`config.mk`:
```
export PLATFORM = sky130hd
export DESIGN_NAME = if_id_stage
export DESIGN_NICKNAME = d
export VERILOG_FILES = /design/src/rtl/pipe_pkg.sv /design/src/rtl/hazard_detect.sv /design/src/rtl/if_id_stage.sv
export SDC_FILE = /design/constraint.sdc
export NUM_CORES = 1
export LEC_CHECK = 0
export BUFFER_PORTS_ARGS = -buffer_cell sky130_fd_sc_hd__buf_2
export CAP_MARGIN = 5
export CORE_MARGIN = 5
export CORE_UTILIZATION = 51
export CTS_BUF_LIST = sky130_fd_sc_hd__clkbuf_8
export CTS_CLUSTER_SIZE = 12
export DETAILED_ROUTE_END_ITERATION = 10
export GPL_ROUTABILITY_DRIVEN = 0
export PLACE_DENSITY = 0.79
export SYNTH_ARGS = -nofsm -noshare
export SYNTH_HDL_FRONTEND = slang
export SYNTH_SLANG_ARGS = --single-unit
```
`constraint.sdc`:
```
create_clock -name clk -period 3.32 [get_ports clk]
set_input_delay 0.664 -clock clk [delete_from_list [all_inputs] [get_ports clk]]
set_output_delay 0.664 -clock clk [all_outputs]
set_load 0.02 [all_outputs]
```
`src/rtl/pipe_pkg.sv`:
```
// Shared pipeline definitions for the IF/ID stage.
//   NOP_INSTR  : canonical RISC-V NOP (addi x0,x0,0) loaded into IF/ID on reset/flush
//   PC_STEP    : sequential fetch increment
//   OPC_*      : opcodes whose instructions read rs2
//   state_e    : IF/ID controller states
//   uses_rs2() : true when the opcode actually reads the rs2 field
package pipe_pkg;

  localparam logic [31:0] NOP_INSTR  = 32'h0000_0013;
  localparam logic [63:0] PC_STEP    = 64'd4;
  localparam logic [6:0]  OPC_RTYPE  = 7'b0110011;
  localparam logic [6:0]  OPC_STORE  = 7'b0100011;
  localparam logic [6:0]  OPC_BRANCH = 7'b1100011;

  typedef enum logic [0:0] {
    FETCH_INIT = 1'b0,
    RUN        = 1'b1
  } state_e;

  // Only R, S and B formats carry a register in bits [24:20]; elsewhere it is immediate.
  function automatic logic uses_rs2(input logic [6:0] opcode);
    logic used;
    case (opcode)
      OPC_RTYPE:  used = 1'b1;
      OPC_STORE:  used = 1'b1;
      OPC_BRANCH: used = 1'b1;
      default:    used = 1'b0;
    endcase
    return used;
  endfunction

endpackage

```
`src/rtl/hazard_detect.sv`:
```
// Combinational load-use hazard detector.
// Ports:
//   valid_i   : IF/ID holds a real instruction
//   opcode_i  : IF/ID opcode field [6:0]
//   rs1_i     : IF/ID rs1 field
//   rs2_i     : IF/ID rs2 field (ignored when the opcode has no rs2)
//   memread_i : instruction in ID/EX is a load
//   rd_i      : destination of the instruction in ID/EX
//   hazard_o  : the IF/ID instruction needs the load result next cycle
module hazard_detect
  import pipe_pkg::*;
(
  input  logic       valid_i,
  input  logic [6:0] opcode_i,
  input  logic [4:0] rs1_i,
  input  logic [4:0] rs2_i,
  input  logic       memread_i,
  input  logic [4:0] rd_i,
  output logic       hazard_o
);

  logic rs1_hit_s;
  logic rs2_hit_s;

  // Loads to x0 never produce a value, so they can never create a dependency.
  always_comb begin
    rs1_hit_s = 1'b0;
    rs2_hit_s = 1'b0;
    hazard_o  = 1'b0;
    if (valid_i && memread_i && (rd_i != 5'd0)) begin
      rs1_hit_s = (rd_i == rs1_i);
      rs2_hit_s = uses_rs2(opcode_i) && (rd_i == rs2_i);
      hazard_o  = rs1_hit_s || rs2_hit_s;
    end else begin
      hazard_o  = 1'b0;
    end
  end

endmodule

```
`src/rtl/if_id_stage.sv`:
```
// Instruction fetch stage with IF/ID pipeline register, load-use stall and branch flush.
// Ports:
//   clk, rst            : clock, synchronous active-high reset
//   instr_in            : instruction memory data for pc_out
//   branch_taken_in/branch_target_in : redirect resolved in EX
//   idex_MemRead_in/idex_rd_in       : load currently in ID/EX
//   pc_out              : fetch address
//   ifid_pc_out/ifid_instr_out/ifid_valid_out : IF/ID contents
//   rs1_out/rs2_out/rd_out           : register fields of ifid_instr_out
//   stall_out           : hold PC and IF/ID this cycle
//   bubble_out          : ID/EX captures all-zero control this cycle
//   stall_cnt_out       : saturating stall-cycle count (only with IF_ID_STALL_CNT_EN)
// Optional feature macro: IF_ID_STALL_CNT_EN
module if_id_stage
  import pipe_pkg::*;
(
  input  logic        clk,
  input  logic        rst,
  input  logic [31:0] instr_in,
  input  logic        branch_taken_in,
  input  logic [63:0] branch_target_in,
  input  logic        idex_MemRead_in,
  input  logic [4:0]  idex_rd_in,
  output logic [63:0] pc_out,
  output logic [63:0] ifid_pc_out,
  output logic [31:0] ifid_instr_out,
  output logic        ifid_valid_out,
  output logic [4:0]  rs1_out,
  output logic [4:0]  rs2_out,
  output logic [4:0]  rd_out,
  output logic        stall_out,
  output logic        bubble_out
`ifdef IF_ID_STALL_CNT_EN
  ,
  output logic [31:0] stall_cnt_out
`endif
);

  state_e      state_q, state_d;
  logic [63:0] pc_q, pc_d;
  logic [63:0] ifid_pc_q, ifid_pc_d;
  logic [31:0] ifid_instr_q, ifid_instr_d;
  logic        ifid_valid_q, ifid_valid_d;
  logic        hazard_s;
  logic        stall_s;
  logic        bubble_s;

  hazard_detect u_hazard_detect (
    .valid_i   (ifid_valid_q),
    .opcode_i  (ifid_instr_q[6:0]),
    .rs1_i     (ifid_instr_q[19:15]),
    .rs2_i     (ifid_instr_q[24:20]),
    .memread_i (idex_MemRead_in),
    .rd_i      (idex_rd_in),
    .hazard_o  (hazard_s)
  );

  // Next-state logic: a taken branch outranks a hazard, which outranks sequential fetch.
  always_comb begin
    state_d      = state_q;
    pc_d         = pc_q;
    ifid_pc_d    = ifid_pc_q;
    ifid_instr_d = ifid_instr_q;
    ifid_valid_d = ifid_valid_q;
    stall_s      = 1'b0;
    bubble_s     = 1'b0;
    case (state_q)
      FETCH_INIT: begin
        // First fetch of pc 0 is in flight; nothing to latch and redirects are ignored.
        state_d = RUN;
      end
      RUN: begin
        // The ID instruction never issues on a hazard, even when a branch flushes it.
        bubble_s = hazard_s;
        if (branch_taken_in) begin
          pc_d         = branch_target_in;
          ifid_pc_d    = 64'd0;
          ifid_instr_d = NOP_INSTR;
          ifid_valid_d = 1'b0;
        end else if (hazard_s) begin
          stall_s = 1'b1;
        end else begin
          pc_d         = pc_q + PC_STEP;
          ifid_pc_d    = pc_q;
          ifid_instr_d = instr_in;
          ifid_valid_d = 1'b1;
        end
      end
      default: begin
        state_d = FETCH_INIT;
      end
    endcase
  end

  // Pipeline state registers.
  always_ff @(posedge clk) begin
    if (rst) begin
      state_q      <= FETCH_INIT;
      pc_q         <= 64'd0;
      ifid_pc_q    <= 64'd0;
      ifid_instr_q <= NOP_INSTR;
      ifid_valid_q <= 1'b0;
    end else begin
      state_q      <= state_d;
      pc_q         <= pc_d;
      ifid_pc_q    <= ifid_pc_d;
      ifid_instr_q <= ifid_instr_d;
      ifid_valid_q <= ifid_valid_d;
    end
  end

`ifdef IF_ID_STALL_CNT_EN
  logic [31:0] stall_cnt_q, stall_cnt_d;

  // Saturating count of stall cycles.
  always_comb begin
    stall_cnt_d = stall_cnt_q;
    if (stall_s && (stall_cnt_q != 32'hFFFF_FFFF)) begin
      stall_cnt_d = stall_cnt_q + 32'd1;
    end else begin
      stall_cnt_d = stall_cnt_q;
    end
  end

  // Stall counter register.
  always_ff @(posedge clk) begin
    if (rst) begin
      stall_cnt_q <= 32'd0;
    end else begin
      stall_cnt_q <= stall_cnt_d;
    end
  end

  assign stall_cnt_out = stall_cnt_q;
`endif

  assign pc_out         = pc_q;
  assign ifid_pc_out    = ifid_pc_q;
  assign ifid_instr_out = ifid_instr_q;
  assign ifid_valid_out = ifid_valid_q;
  assign rs1_out        = ifid_instr_q[19:15];
  assign rs2_out        = ifid_instr_q[24:20];
  assign rd_out         = ifid_instr_q[11:7];
  assign stall_out      = stall_s;
  assign bubble_out     = bubble_s;

endmodule

```
# Word-level counts from Yosys, hierarchy flattened
# Cells that the tools add are included.
[op_classes]
n_addsub = 1
n_eq_ne = 6
n_mux = 16
reduce_logical = 7
[ops]
columns = ["op", "count"]
rows = [
  ["$mux W64", 4],
  ["$add A64 B3 Y64 const B", 1],
  ["$mux W32", 2],
  ["$eq A7 B6 Y1 const B", 2],
  ["$eq A5 B5 Y1", 2],
  ["$mux W1", 10],
  ["$eq A7 B7 Y1 const B", 1],
  ["$reduce_bool A5 Y1", 1],
  ["$logic_and A1 B1 Y1", 3],
  ["$reduce_or A3 Y1", 1],
  ["$ne A2 B2 Y1 const B", 1],
  ["$reduce_and A2 Y1", 1],
  ["$logic_or A1 B1 Y1", 1],
]
[word_totals]
ff_bits = 162
input_bits = 105
out_inout_bits = 178
word_cells = 35

# Logic depth before layout (Yosys ltp)
[logic_depth]
ltp_word = 10
mapped_depth = 8
depth_no_buf = 7

# Cells and area by module
# From an unflattened synthesis, not the netlist that was laid out.
[hier_totals]
cells_unflattened = 1012
hier_area_um2 = 8086.5
[modules_own_cells]
columns = ["mod", "n_inst", "cells_each", "area_each_um2", "seq_area_each_um2"]
rows = [
  ["if_id_stage", 1, 992, 7935.1, 3243.1],
  ["hazard_detect", 1, 20, 151.4, 0.0],
]

# Worst setup path before layout
# OpenSTA, ideal clock, no wires.
[synth_timing]
path_kind = "input to output"
from = "input idex_rd_in[0]"
to = "output stall_out"
arrival_time_ns = 1.988
required_ns = 2.656
slack_ns = 0.668
stages = 6
n_path_buf = 1
path_cell_list = "xor2_1 > nor3_1 > and3_1 > o21ai_0 > clkbuf_1 > nor3_1"
[synth_via]
elab_chain_cells = 7
word_cells_on_any_way = 10
cone_classes = "eq/ne (2); mux (4); reduce/logical (4)"
[synth_lines]
columns = ["item", "line", "text"]
rows = [
  ["from (decl)", "if_id_stage.sv:23", "input logic [4:0] idex_rd_in,"],
  ["$eq A5 B5 Y1", "hazard_detect.sv:32", "rs2_hit_s = uses_rs2(opcode_i) && (rd_i == rs2_i);"],
  ["$logic_and A1 B1 Y1", "hazard_detect.sv:32", ""],
  ["$logic_or A1 B1 Y1", "hazard_detect.sv:33", "hazard_o = rs1_hit_s || rs2_hit_s;"],
  ["$mux W1 *", "hazard_detect.sv:30", "if (valid_i && memread_i && (rd_i != 5'd0)) begin"],
  ["$mux W1 *", "if_id_stage.sv:80", "end else if (hazard_s) begin"],
  ["$mux W1 *", "if_id_stage.sv:75", "if (branch_taken_in) begin"],
  ["$mux W1 *", "if_id_stage.sv:67", "case (state_q)"],
  ["to (decl)", "if_id_stage.sv:31", "output logic stall_out,"],
]
# Every way passes the cells marked *; elsewhere a longest branch is shown, timed or not.

# Final worst setup path
[layout_timing]
from = "register ifid_instr_q[1], in the netlist ifid_instr_out[1]"
to = "output stall_out"
[layout_via]
elab_chain_cells = 10
word_cells_on_any_way = 12
cone_classes = "eq/ne (3); mux (6); reduce/logical (3)"
[layout_lines]
columns = ["item", "line", "text"]
rows = [
  ["from (decl)", "if_id_stage.sv:42", "logic [31:0] ifid_instr_q, ifid_instr_d;"],
  ["from (signal assigned)", "if_id_stage.sv:107", "ifid_instr_q <= ifid_instr_d;"],
  ["$eq A7 B6 Y1 / $eq A7 B7 Y1 (equally long branches)", "pipe_pkg.sv:23", "case (opcode)"],
  ["$reduce_or A3 Y1 (no line) *", "n/a", ""],
  ["$mux W1 *", "pipe_pkg.sv:23", ""],
  ["$mux W1 *", "hazard_detect.sv:30", ""],
  ["$logic_and A1 B1 Y1 *", "hazard_detect.sv:32", ""],
  ["$logic_or A1 B1 Y1 *", "hazard_detect.sv:33", ""],
  ["$mux W1 *", "hazard_detect.sv:30", ""],
  ["$mux W1 *", "if_id_stage.sv:80", ""],
  ["$mux W1 *", "if_id_stage.sv:75", ""],
  ["$mux W1 *", "if_id_stage.sv:67", ""],
]
# Every way passes the cells marked *; elsewhere a longest branch is shown, timed or not. The select of a mux whose other input is x is not followed.

==> results_dict.tcl <==
set metrics [dict create \
    status "finished clean" \
    synth-edff-count 0 \
    first_pass_iters 5 \
    critPathCaptureType "output pin" \
    die-area_sq_mm 0.01748 \
    p_seq_share_pct 49.4 \
    clockBufferDepth 2 \
    maxCapViolations 0 \
    antenna_found_initial 1 \
    p_int_w 0.003081 \
    clock_skew_ns 0.01101 \
    critPathArrivalTime_ns 2.29 \
    ioPinCount 283 \
    finalSetupTns_ns 0 \
    wirelength_um 27260 \
    placed_area_sq_mm 0.009153 \
    routedWlPerCell_um 21.20 \
    start_util_pct 52.22 \
    finalCritPeriodShare_pct 88.98 \
    p_leak_nw 4.108 \
    yosys.area.top_type "dfxtp_1" \
    maxClockFrequency_ghz 0.3385 \
    ant_nets 0 \
    insertion_delay_ns 0.47 \
    syn-instance-count 849 \
    worst_slew_pin_slew_ns 0.8657 \
    cts_tree "yes" \
    die_x_um 132.2 \
    drcViolationCount 0 \
    dpl_worst_slack_ns 0.4727 \
    yosys-top-cells-area "dfxtp_1 (43%), a22o_1 (11%), clkbuf_1 (3.3%)" \
    grt_max_degree 68 \
    finish.utilization_pct 65.72 \
    path_max_fanout 3 \
    vias 8263 \
    synth_flop_cell "dfxtp_1" \
    grt_overflow 0 \
    fin_area_sq_mm 0.009588 \
    netSwitchingPower_w 0.001217 \
    htree_levels 4 \
    synth_top_area_share_pct 42.57 \
    combPwrFrac_pct 13.7 \
    period_needed_ns 2.954 \
    syn-num-nets 955 \
    cts.sinks 162 \
    critPathLaunchType "register" \
    drive_gt1_share_pct 32.70 \
    core_area_sq_mm 0.01459 \
    row_count 44 \
    grt_pass1_wl_um 42950 \
    rsz0062_at_grt "false" \
    slew_viol_final 0 \
    swShare_pct 28.31 \
    hp-class "in2reg" \
    numCtsBuffers 17 \
    setup_viol_count_final 0 \
    setup_ws_ns 0.3658 \
    dpl.hpwl_um 19000 \
    fill_cells 1260 \
    grt_pass1_vias 7809 \
    routed_via_density 6.425 \
    slew_headroom_pct 42.23 \
    cts_root_buf "clkbuf_8" \
    drt_iter0_drc 782 \
    io_buffers 282 \
    ctsHoldBuffers 0 \
    die_h_um 132.2 \
    clkPwrFrac_pct 36.9 \
    track_usage_pct 29.73 \
    async_flop_share_pct 0 \
    post-cts-setup-buffers 0 \
    ys_warn_count 0 \
    syn2layout_area_growth_pct 25.85 \
    syn_area_sq_mm 0.007619 \
    worstSetupPathType "reg2out" \
    hold_violations 0 \
    p_per_area_mw_per_mm2 448.2 \
    avgSynthCellArea_sq_um 8.974 \
    ys_types 69 \
    fin_nets 1194 \
    synth-seq-area-share_pct 42.57 \
    clk_pin_slew_ns 0.09 \
    required_ns 2.66 \
    synth-seq-cells 162 \
    irDropWorstVdd_v 0.0003551 \
    ctsResizeCount 0 \
]
-- Yosys cell counts (all sizes together), types with 5 or more instances --
cell type	instances
dfxtp	162
a22o	94
clkbuf	67
nand2	55
nor2	42
nand3	41
a21oi	32
nand4	26
a31oi	24
o21ai	24
nor4	23
buf	22
nor3	22
a211oi	21
o31ai	17
and3	16
o311ai	14
or4	13
and4	11
a22oi	9
a311oi	9
or3	9
inv	7
mux2i	7
o31a	7
o32ai	7
xnor2	7
o211ai	6
o22ai	6
a221oi	5
-- flip-flops by register name, indices dropped and copies added (netlist names) --
signal	cells
ifid_instr_out	32
ifid_pc_out	64
ifid_valid_out	1
pc_out	64
state_q	1
-- power groups by stage --
| stage | clock network, W | logic (W) | registers (W) |
|---|---|---|---|
| after floorplan | 0 | 0.000260 | 0.00223 |
| after global placement | 0 | 0.000578 | 0.00216 |
| after detailed placement | 0 | 0.000583 | 0.00216 |
| after global routing | 0.00169 | 0.000632 | 0.00214 |
| after CTS | 0.00160 | 0.000587 | 0.00212 |
| final | 0.00159 | 0.000588 | 0.00212 |
-- worst paths after layout --
check | from | to | slack [ns] | depth (start not counted)
min reg2reg | ifid_pc_out[49] | ifid_pc_out[49] | 0.47 | 1
min | instr_in[25] | ifid_instr_out[25] | 0.41 | 2
max reg2reg | pc_out[7] | pc_out[63] | 0.48 | 6
max | ifid_instr_out[1] | stall_out | 0.37 | 6
-- layout by cell type, fill, tap and decap left out, types with 11 or more instances in the layout --
cell type,n
a21oi_1,30
clkbuf_8,18
o31ai_1,17
nor2_1,41
buf_4,22
a22o_1,94
and3_1,16
o21ai_0,23
nand3_1,38
nand2_1,55
nand4_1,24
buf_2,282
dfxtp_1,161
a31oi_1,24
o311ai_0,13
a211oi_1,20
nor4_1,21
or4_1,11
and4_1,11
nor3_1,21
-- layout make-up --
class	count	area (sq um)	share of cell area [%]
Tap cell	184	230.2	2.401
Clock inverter	14	185.2	1.931
Clock buffer	18	247.7	2.584
Timing Repair Buffer	309	1677	17.49
Inverter	8	30.03	0.3132
Sequential cell	162	3244	33.84
Multi-Input combinational cell	590	3971	41.42
Antenna cell	1	2.502	0.02610
-- worst max-delay path, cell delays in order (launching register included) --
cell and delay (ns):
dfxtp_1 0.35, nor3b_1 0.20, nand4_1 0.17, nor3_1 0.30, o21ai_2 0.12, nor3_1 0.42, buf_2 0.27
-- metal layers --
layer | vias to the layer above | track usage, % | wire [um]
li1 | 3816 | - | -
met2 | 533 | 46.46 | 12450
met4 | 2 | 10.07 | 730
met3 | 61 | 9.122 | 3044
met1 | 3851 | 39.21 | 11020
met5 | - | 0 | 11
-- stage by stage --
step           instances  hold slack (ns)  power, W
2_1_floorplan        849           0.5462  0.002494
3_3_place_gp        1253           0.4508  0.002740
3_5_place_dp        1253           0.4498  0.002748
4_1_cts             1285           0.3913  0.004311
5_1_grt             1285           0.3814  0.004460
6_report            1286           0.4119  0.004298
-- kinds of logic after synthesis --
| logic type | Yosys count | share of synthesized area, % |
|---|---|---|
| compound gates | 296 | 29.53 |
| xor+xnor | 10 | 1.150 |
| mux | 7 | 0.9197 |
| simple gates | 276 | 20.07 |
| buf+inv | 97 | 5.600 |
| fa+ha+maj | 1 | 0.1642 |
| flops | 162 | 42.57 |
(Power assumes the default switching activity.)
